[src/rtl/fifo_pkg.sv]
// Shared sync_fifo read-side constants and buffer sizing helpers.
// Latency: n/a (compile-time only); backpressure: n/a.
package fifo_pkg;

    localparam int RDLAT_COMB = 0;
    localparam int RDLAT_REG  = 1;

    // One entry per word that can be in flight plus one for the word on show.
    function automatic int buf_depth(input int rd_latency);
        return rd_latency + 1;
    endfunction

    // sync_fifo RDATA_MODE 0 is the registered-read mode.
    function automatic int rdata_mode_to_rd_latency(input int rdata_mode);
        return (rdata_mode == 0) ? RDLAT_REG : RDLAT_COMB;
    endfunction

endpackage

[src/rtl/fifo_rd_skid_buf.sv]
// Circular skid buffer holding popped FIFO words for the output stream.
// Latency: push visible on m_data the next cycle; backpressure: holds m_data while pop is low.
module fifo_rd_skid_buf
    import fifo_pkg::*;
#(
    parameter int DATA_WIDTH = 8,
    parameter int DEPTH      = 2,
    parameter int OCC_W      = $clog2(DEPTH + 1)
) (
    input  logic                  clk,
    input  logic                  rst,
    input  logic                  push,
    input  logic [DATA_WIDTH-1:0] push_data,
    input  logic                  pop,
    output logic [OCC_W-1:0]      occ,
    output logic                  m_valid,
    output logic [DATA_WIDTH-1:0] m_data
);

    localparam int PTR_W = (DEPTH > 1) ? $clog2(DEPTH) : 1;

    // Storage is rounded up to a power of two so the pointer width always fits.
    logic [DATA_WIDTH-1:0] mem [2**PTR_W];
    logic [PTR_W-1:0]      wptr;
    logic [PTR_W-1:0]      rptr;

    function automatic logic [PTR_W-1:0] ptr_inc(input logic [PTR_W-1:0] p);
        return (p == PTR_W'(DEPTH - 1)) ? '0 : p + 1'b1;
    endfunction

    always_ff @(posedge clk) begin
        if (rst) begin
            wptr <= '0;
            rptr <= '0;
            occ  <= '0;
            for (int i = 0; i < 2**PTR_W; i++) begin
                mem[i] <= '0;
            end
        end else begin
            if (push) begin
                mem[wptr] <= push_data;
                wptr      <= ptr_inc(wptr);
            end
            if (pop) begin
                rptr <= ptr_inc(rptr);
            end
            case ({push, pop})
                2'b10:   occ <= occ + 1'b1;
                2'b01:   occ <= occ - 1'b1;
                default: occ <= occ;
            endcase
        end
    end

    assign m_valid = (occ != '0);
    assign m_data  = mem[rptr];

endmodule

[src/rtl/fifo_rd_stream.sv]
// sync_fifo read controller presenting popped words as a valid/ready stream.
// Latency: 2 cycles empty-fall to m_valid (RD_LATENCY=1), 1 cycle (RD_LATENCY=0); backpressure: credit-limited reads, no bubbles.
module fifo_rd_stream
    import fifo_pkg::*;
#(
    parameter int DATA_WIDTH = 8,
    parameter int RD_LATENCY = RDLAT_REG,
    parameter int CNT_WIDTH  = 16
) (
    input  logic                  clk,
    input  logic                  rst,
    input  logic                  fifo_empty,
    input  logic [DATA_WIDTH-1:0] fifo_rd_data,
    output logic                  fifo_rd_en,
    output logic                  m_valid,
    output logic [DATA_WIDTH-1:0] m_data,
    input  logic                  m_ready,
    output logic [CNT_WIDTH-1:0]  rd_count
);

    localparam int BUF_DEPTH = buf_depth(RD_LATENCY);
    localparam int OCC_W     = $clog2(BUF_DEPTH + 1);
    localparam int SUM_W     = OCC_W + 1;

    logic [OCC_W-1:0] occ;
    logic             pop;
    logic             push;
    logic             inflight_cnt;
    logic [SUM_W-1:0] credit_used;

    assign pop = m_valid & m_ready;

    // Only RD_LATENCY 0 and 1 are legal, so the in-flight pipe is at most one tag deep.
    if (RD_LATENCY == RDLAT_COMB) begin : g_comb
        assign push         = fifo_rd_en;
        assign inflight_cnt = 1'b0;
    end else begin : g_reg
        logic inflight;
        always_ff @(posedge clk) begin
            if (rst) begin
                inflight <= 1'b0;
            end else begin
                inflight <= fifo_rd_en;
            end
        end
        assign push         = inflight;
        assign inflight_cnt = inflight;
    end

    // A word leaving this cycle frees its slot for a read issued this cycle.
    assign credit_used = SUM_W'(occ) + SUM_W'(inflight_cnt);
    assign fifo_rd_en  = !rst && !fifo_empty
                      && (credit_used < SUM_W'(BUF_DEPTH) + SUM_W'(pop));

    fifo_rd_skid_buf #(
        .DATA_WIDTH (DATA_WIDTH),
        .DEPTH      (BUF_DEPTH),
        .OCC_W      (OCC_W)
    ) u_skid (
        .clk       (clk),
        .rst       (rst),
        .push      (push),
        .push_data (fifo_rd_data),
        .pop       (pop),
        .occ       (occ),
        .m_valid   (m_valid),
        .m_data    (m_data)
    );

    always_ff @(posedge clk) begin
        if (rst) begin
            rd_count <= '0;
        end else if (pop) begin
            rd_count <= rd_count + 1'b1;
        end
    end

endmodule

[config.mk]
export PLATFORM = sky130hd
export DESIGN_NAME = fifo_rd_stream
export DESIGN_NICKNAME = d
export VERILOG_FILES = /design/src/rtl/fifo_pkg.sv /design/src/rtl/fifo_rd_skid_buf.sv /design/src/rtl/fifo_rd_stream.sv
export SDC_FILE = /design/constraint.sdc
export NUM_CORES = 1
export LEC_CHECK = 0
export CAP_MARGIN = 20
export CORE_MARGIN = 8
export CORE_UTILIZATION = 35
export DETAILED_ROUTE_END_ITERATION = 12
export GPL_ROUTABILITY_DRIVEN = 0
export GPL_TIMING_DRIVEN = 0
export SYNTH_ARGS = -nofsm -noshare
export SYNTH_HDL_FRONTEND = slang
export SYNTH_SLANG_ARGS = --single-unit
[constraint.sdc]
create_clock -name clk -period 2 [get_ports clk]
set_input_delay 0.3 -clock clk [delete_from_list [all_inputs] [get_ports clk]]
set_output_delay 0.3 -clock clk [all_outputs]
set_load 0.02 [all_outputs]
# == Word-level counts from Yosys, hierarchy flattened ==
# Memories as Yosys holds them, arrays and structs flattened. A register that Yosys moved wholly into a read port is not among the register bits.
# Index checks and enable logic that the tools add are counted.
# totals
inputBits,12
ff_bits,21
ramBits,16
word_cells,37
memories,1
# mem_list
memory,depth,width,read_ports,rd_ports_with_merged_regs,wr,line,rtl
u_skid.mem,2,8,1,1,2,fifo_rd_skid_buf.sv:23,logic [DATA_WIDTH-1:0] mem [2**PTR_W];
# op_classes
order_cmp,1
bitwise_logic,1
addsub,7
reduce_logical,7
n_eq_ne,2
muxes,13
# op_table
cell,n
"16-bit by 1-bit adder with 16-bit output, second input constant",1
1-bit two-way mux,11
8-bit two-way mux,1
8-bit OR reduction,1
2-bit case mux with 2 select lines,1
2-bit nonzero test,2
2-bit by 1-bit adder with 3-bit output,1
"2-bit by 1-bit adder with 3-bit output, first input constant",1
3-bit < comparator,1
"1-bit adder, second input constant",2
"2-bit by 1-bit adder with 2-bit output, second input constant",1
"2-bit by 1-bit == test with 1-bit output, second input constant",1
"2-bit == test, second input constant",1
1-bit logical AND,2
1-bit zero test,2
"2-bit by 1-bit subtractor with 2-bit output, second input constant",1
1-bit AND,1

# == Longest topological paths before layout ==
# logic_depth
word_depth,5
ltp_mapped,8
mapped_depth_nobuf,7

# == Modules after synthesis ==
# A second synthesis with hierarchy kept.
# hier_totals
hier_cells,166
area_unflattened_um2,1724.2
# modules_own_cells
module,cells_each,seq_area_each_um2,n_inst,area_per_inst_um2
fifo_rd_skid_buf,74,580.6,1,900.9
fifo_rd_stream,92,340.3,1,823.3

# == Least setup slack after synthesis ==
# Ideal clock, no wire load.
# synth_timing
path_kind,register to output
startpoint,register u_skid.occ[0]
endpoint,output fifo_rd_en
arrival_ns,1.605
slack_ns,0.095
n_path_buf,0
stages_incl_launch_ff,5
cell_sequence,dfxtp_1 > ha_1 > ha_1 > o21ai_0 > nor4b_1
# synth_via
elab_chain_len,5
elab_cells_between_ends,6
classes_between,2 x add/sub; 1 x order compare; 1 x bitwise; 2 x reduce/logical
# synth_lines
element,line,rtl
"start, declared",fifo_rd_skid_buf.sv:15,"output logic [OCC_W-1:0] occ,"
"start signal, assigned",fifo_rd_skid_buf.sv:48,2'b10: occ <= occ + 1'b1;
"start signal, assigned",fifo_rd_skid_buf.sv:49,2'b01: occ <= occ - 1'b1;
2-bit nonzero test,fifo_rd_skid_buf.sv:55,assign m_valid = (occ != '0);
1-bit AND,fifo_rd_stream.sv:31,assign pop = m_valid & m_ready;
2-bit by 1-bit adder with 3-bit output,fifo_rd_stream.sv:53,&& (credit_used < SUM_W'(BUF_DEPTH) + SUM_W'(pop));
3-bit < comparator *,fifo_rd_stream.sv:53,
1-bit logical AND *,fifo_rd_stream.sv:53,
"end, declared",fifo_rd_stream.sv:14,"output logic fifo_rd_en,"
# Mark *: on every way between the ends. The rest lies on a longest branch, timed or not.

# == Worst setup path in the final report ==
# layout_timing
startpoint,register u_skid.occ[1]
endpoint,register u_skid.occ[1]
# layout_via
elab_chain_len,4
elab_cells_between_ends,8
classes_between,2 x add/sub; 2 x eq/ne; 1 x mux; 1 x bitwise; 2 x reduce/logical
# layout_lines
element,line,rtl
2-bit nonzero test *,fifo_rd_skid_buf.sv:55,
1-bit AND *,fifo_rd_stream.sv:31,
named net pop,fifo_rd_stream.sv:26,logic pop;
2-bit by 1-bit == test with 1-bit output or 2-bit == test (tied branches),fifo_rd_skid_buf.sv:47,"case ({push, pop})"
2-bit case mux with 2 select lines or 2-bit nonzero test (tied branches),--,
# The timed path passes the listed nets; every way through them passes the cells marked *.
# A chain may end at the register's enable or synchronous reset.

==> impl_metrics.tcl <==
set metrics [dict create \
    nets 217 \
    p_per_area_nw_per_um2 904 \
    worstPathArrival_ps 2160 \
    hp-start "rd_count[1]" \
    synth_seq_cells 38 \
    synthXorXnorAreaFrac 0.0772 \
    synth-adder-area-share 0.0294 \
    p_leak_nw 0.814 \
    synth_area_leaders "edfxtp_1 (28%), dfxtp_1 (26%), mux2_2 (6.0%), and2_1 (5.9%), xnor2_1 (4.6%)" \
    drive_above_1_share 0.134 \
    async_flop_share 0 \
    synth_most_common_cell "dfxtp_1" \
    syn_area_um2 1700 \
    synthMuxAreaShare 0.0596 \
    antenna_cells 0 \
    cp-start-kind "register" \
    routed_via_density 5.04 \
    clock_skew_ps 3.10 \
    grt_pass1_vias 1384 \
    start_util 0.363 \
    netlist_instances 159 \
    min_to "rd_count[1]" \
    ys_seq_area_frac 0.541 \
    yosys_warnings 0 \
    dr.pass1.iters 4 \
    worst_pin_slew_ps 810 \
    min_path_cells 2 \
    power.total_w 0.00201 \
    max-slew-margin-rel 0.456 \
    final_area_um2 2220 \
    grt_max_degree 13 \
    postSynthAreaPerCell_um2 10.7 \
    setup_viol 0 \
    place_hpwl_um 2800 \
    top_level_ports 38 \
    maxCapViolations 0 \
    htreeDepth 2 \
    outcome "finished, final reports clean" \
    seq_area_um2 926 \
    vdd_drop_max_v 0.000406 \
    r2r_start "u_skid.occ[1]" \
    critPathKind "reg -> reg" \
    n_fill_cell 446 \
    post-route-min-period_ps 1940 \
    setup_tns_ps 0 \
    io_buffers 36 \
    critPathBufInv 2 \
    final_antenna_net_count 0 \
    netlist.area_leader.share 0.282 \
    cp_top_family "simple AND/OR/NAND/NOR gates" \
    wl_per_cell_um 14.8 \
    ctsHoldBuffers 0 \
    grt.total_usage 0.109 \
    critical_path_peak_fanout 10 \
    grt_setup_unrepaired "true" \
    synthTopCellsByCount "dfxtp_1 (22), and2_1 (16), edfxtp_1 (16), nor2_1 (16)" \
    required_ps 2220 \
    crit_chain "or2_2, nand2_2, clkinv_2, buf_2, ha_1, or3_1, a21oi_1" \
    drc 0 \
    crit_start "u_skid.occ[1]" \
    fmax_mhz 515 \
    place_area_um2 2130 \
    hold_class "reg -> reg" \
    drt-total-wl_um 3800 \
    ys_types 32 \
    root_buffer "clkbuf_8" \
    clk_pin_slew_ps 70 \
    numCtsBuffers 5 \
    multi_input_area_um2 743 \
    synthFlopType "dfxtp_1" \
    vias 1289 \
    dieArea_um2 7350 \
    antenna_found_initial 0 \
    fp.dieH_um 85.7 \
    synth_nets 175 \
    die_w_um 85.7 \
    fin_crit_sh 0.971 \
    synth-compound-area-share 0.0419 \
    cts.sinks 38 \
    grt_pass1_wl_um 6300 \
    clock_latency_ps 280 \
    cpPeakStageDelay_ps 350 \
    core_um2 4690 \
    rows 25 \
    synth_top_family_by_area "simple AND/OR/NAND/NOR gates" \
    endpoint_kind "register" \
    cp_slowest_cell "dfxtp_1" \
    r2r_cells 7 \
    tritoncts "done" \
    rr_endpoint "u_skid.occ[1]" \
    postCtsSetupBuffers 0 \
    yosys.area_share.simple 0.225 \
    synth_top_area_cell "edfxtp_1" \
    clk_path_buf_depth 2 \
    synth_edf_count 16 \
    area_delta_synth_final_pct 30.4 \
    slew_violations 0 \
    gr-total-overflow 0 \
    rrSetupSlack_ps 60 \
    hold_viol 0 \
    drt_iter0_drc 50 \
]
[metrics by stage]
stage	hold WS, ps	setup slack (ps)	cells	utilization
floorplan	379	95.4	159	-
global placement	487	-243	249	0.454
detailed placement	510	-290	249	0.454
CTS	506	15.8	256	0.470
global route	562	-30.2	256	0.473
finish	533	57.8	256	0.473
[flip-flops by register name (all words and copies together) (netlist names), named ones only]
signal	count
g_reg.inflight	1
rd_count	16
u_skid.mem	16
u_skid.occ	2
u_skid.rptr	1
u_skid.wptr	1
[area by class of cell]
type                       instances  area share
sequential                        38       0.417
tap                               54      0.0304
inverter                           6      0.0107
clock inverter                     2     0.00451
multi-input combinational        110       0.335
timing repair buffer              36       0.162
buffer                             4     0.00733
clock buffer                       6      0.0327
[power by group]
part	switching [W]	internal, W
clock	0.000265	0.000242
sequential	0.0000735	0.000895
combinational	0.000256	0.000275
[worst max-delay path by stage]
| stage | to | slack, ps | cells past startpoint |
|---|---|---|---|
| detailed placement | fifo_rd_en | -290 | 5 |
| global placement | fifo_rd_en | -240 | 5 |
| CTS | fifo_rd_en | 20 | 5 |
| finish | u_skid.occ[1] | 60 | 7 |
| global route | u_skid.occ[1] | -30 | 7 |
| floorplan | fifo_rd_en | 100 | 4 |
[per-layer routing]
layer	up-vias	track usage	wire length (µm)
met3	5	0.0439	190
met5	-	0	0
met4	0	0.0398	43
met2	26	0.187	1900
li1	634	-	-
met1	624	0.117	1660
[cell families after synthesis]
| kind of cell | count (synthesis) |
|---|---|
| flip-flops | 38 |
| buffers and inverters | 11 |
| multiplexers | 9 |
| XOR/XNOR | 15 |
| AND/OR/NAND/NOR | 70 |
| adder cells (fa/ha/maj) | 4 |
| AO/OA/AOI/OAI | 12 |
[cells in the final DEF (no fill, tap or decap), types with 2 or more instances in the layout]
master and instances:
a21o_1 2, a21oi_1 5, and2_1 16, and3_1 4, clkbuf_1 3, clkbuf_8 5
clkdlybuf4s50_1 34, clkinv_2 3, dfxtp_1 20, edfxtp_1 16, ha_1 4, inv_1 5
mux2_2 9, nand2_1 7, nand3_1 5, nand4_1 5, nor2_1 16, nor3_1 4
nor4_1 2, o21ai_0 3, or2_2 2, or3_1 2, xnor2_1 9, xor2_1 6
[worst min-delay path, stage by stage (launching register included)]
cell     delay (ps)
dfxtp_1         360
nand2_1          70
a21oi_1          60
[repair_timing]
action	in CTS	in global routing
setup endpoints to repair	9	12
pin swaps	0	0
resized for setup	6	5
Power figures use the tool's default switching activity.
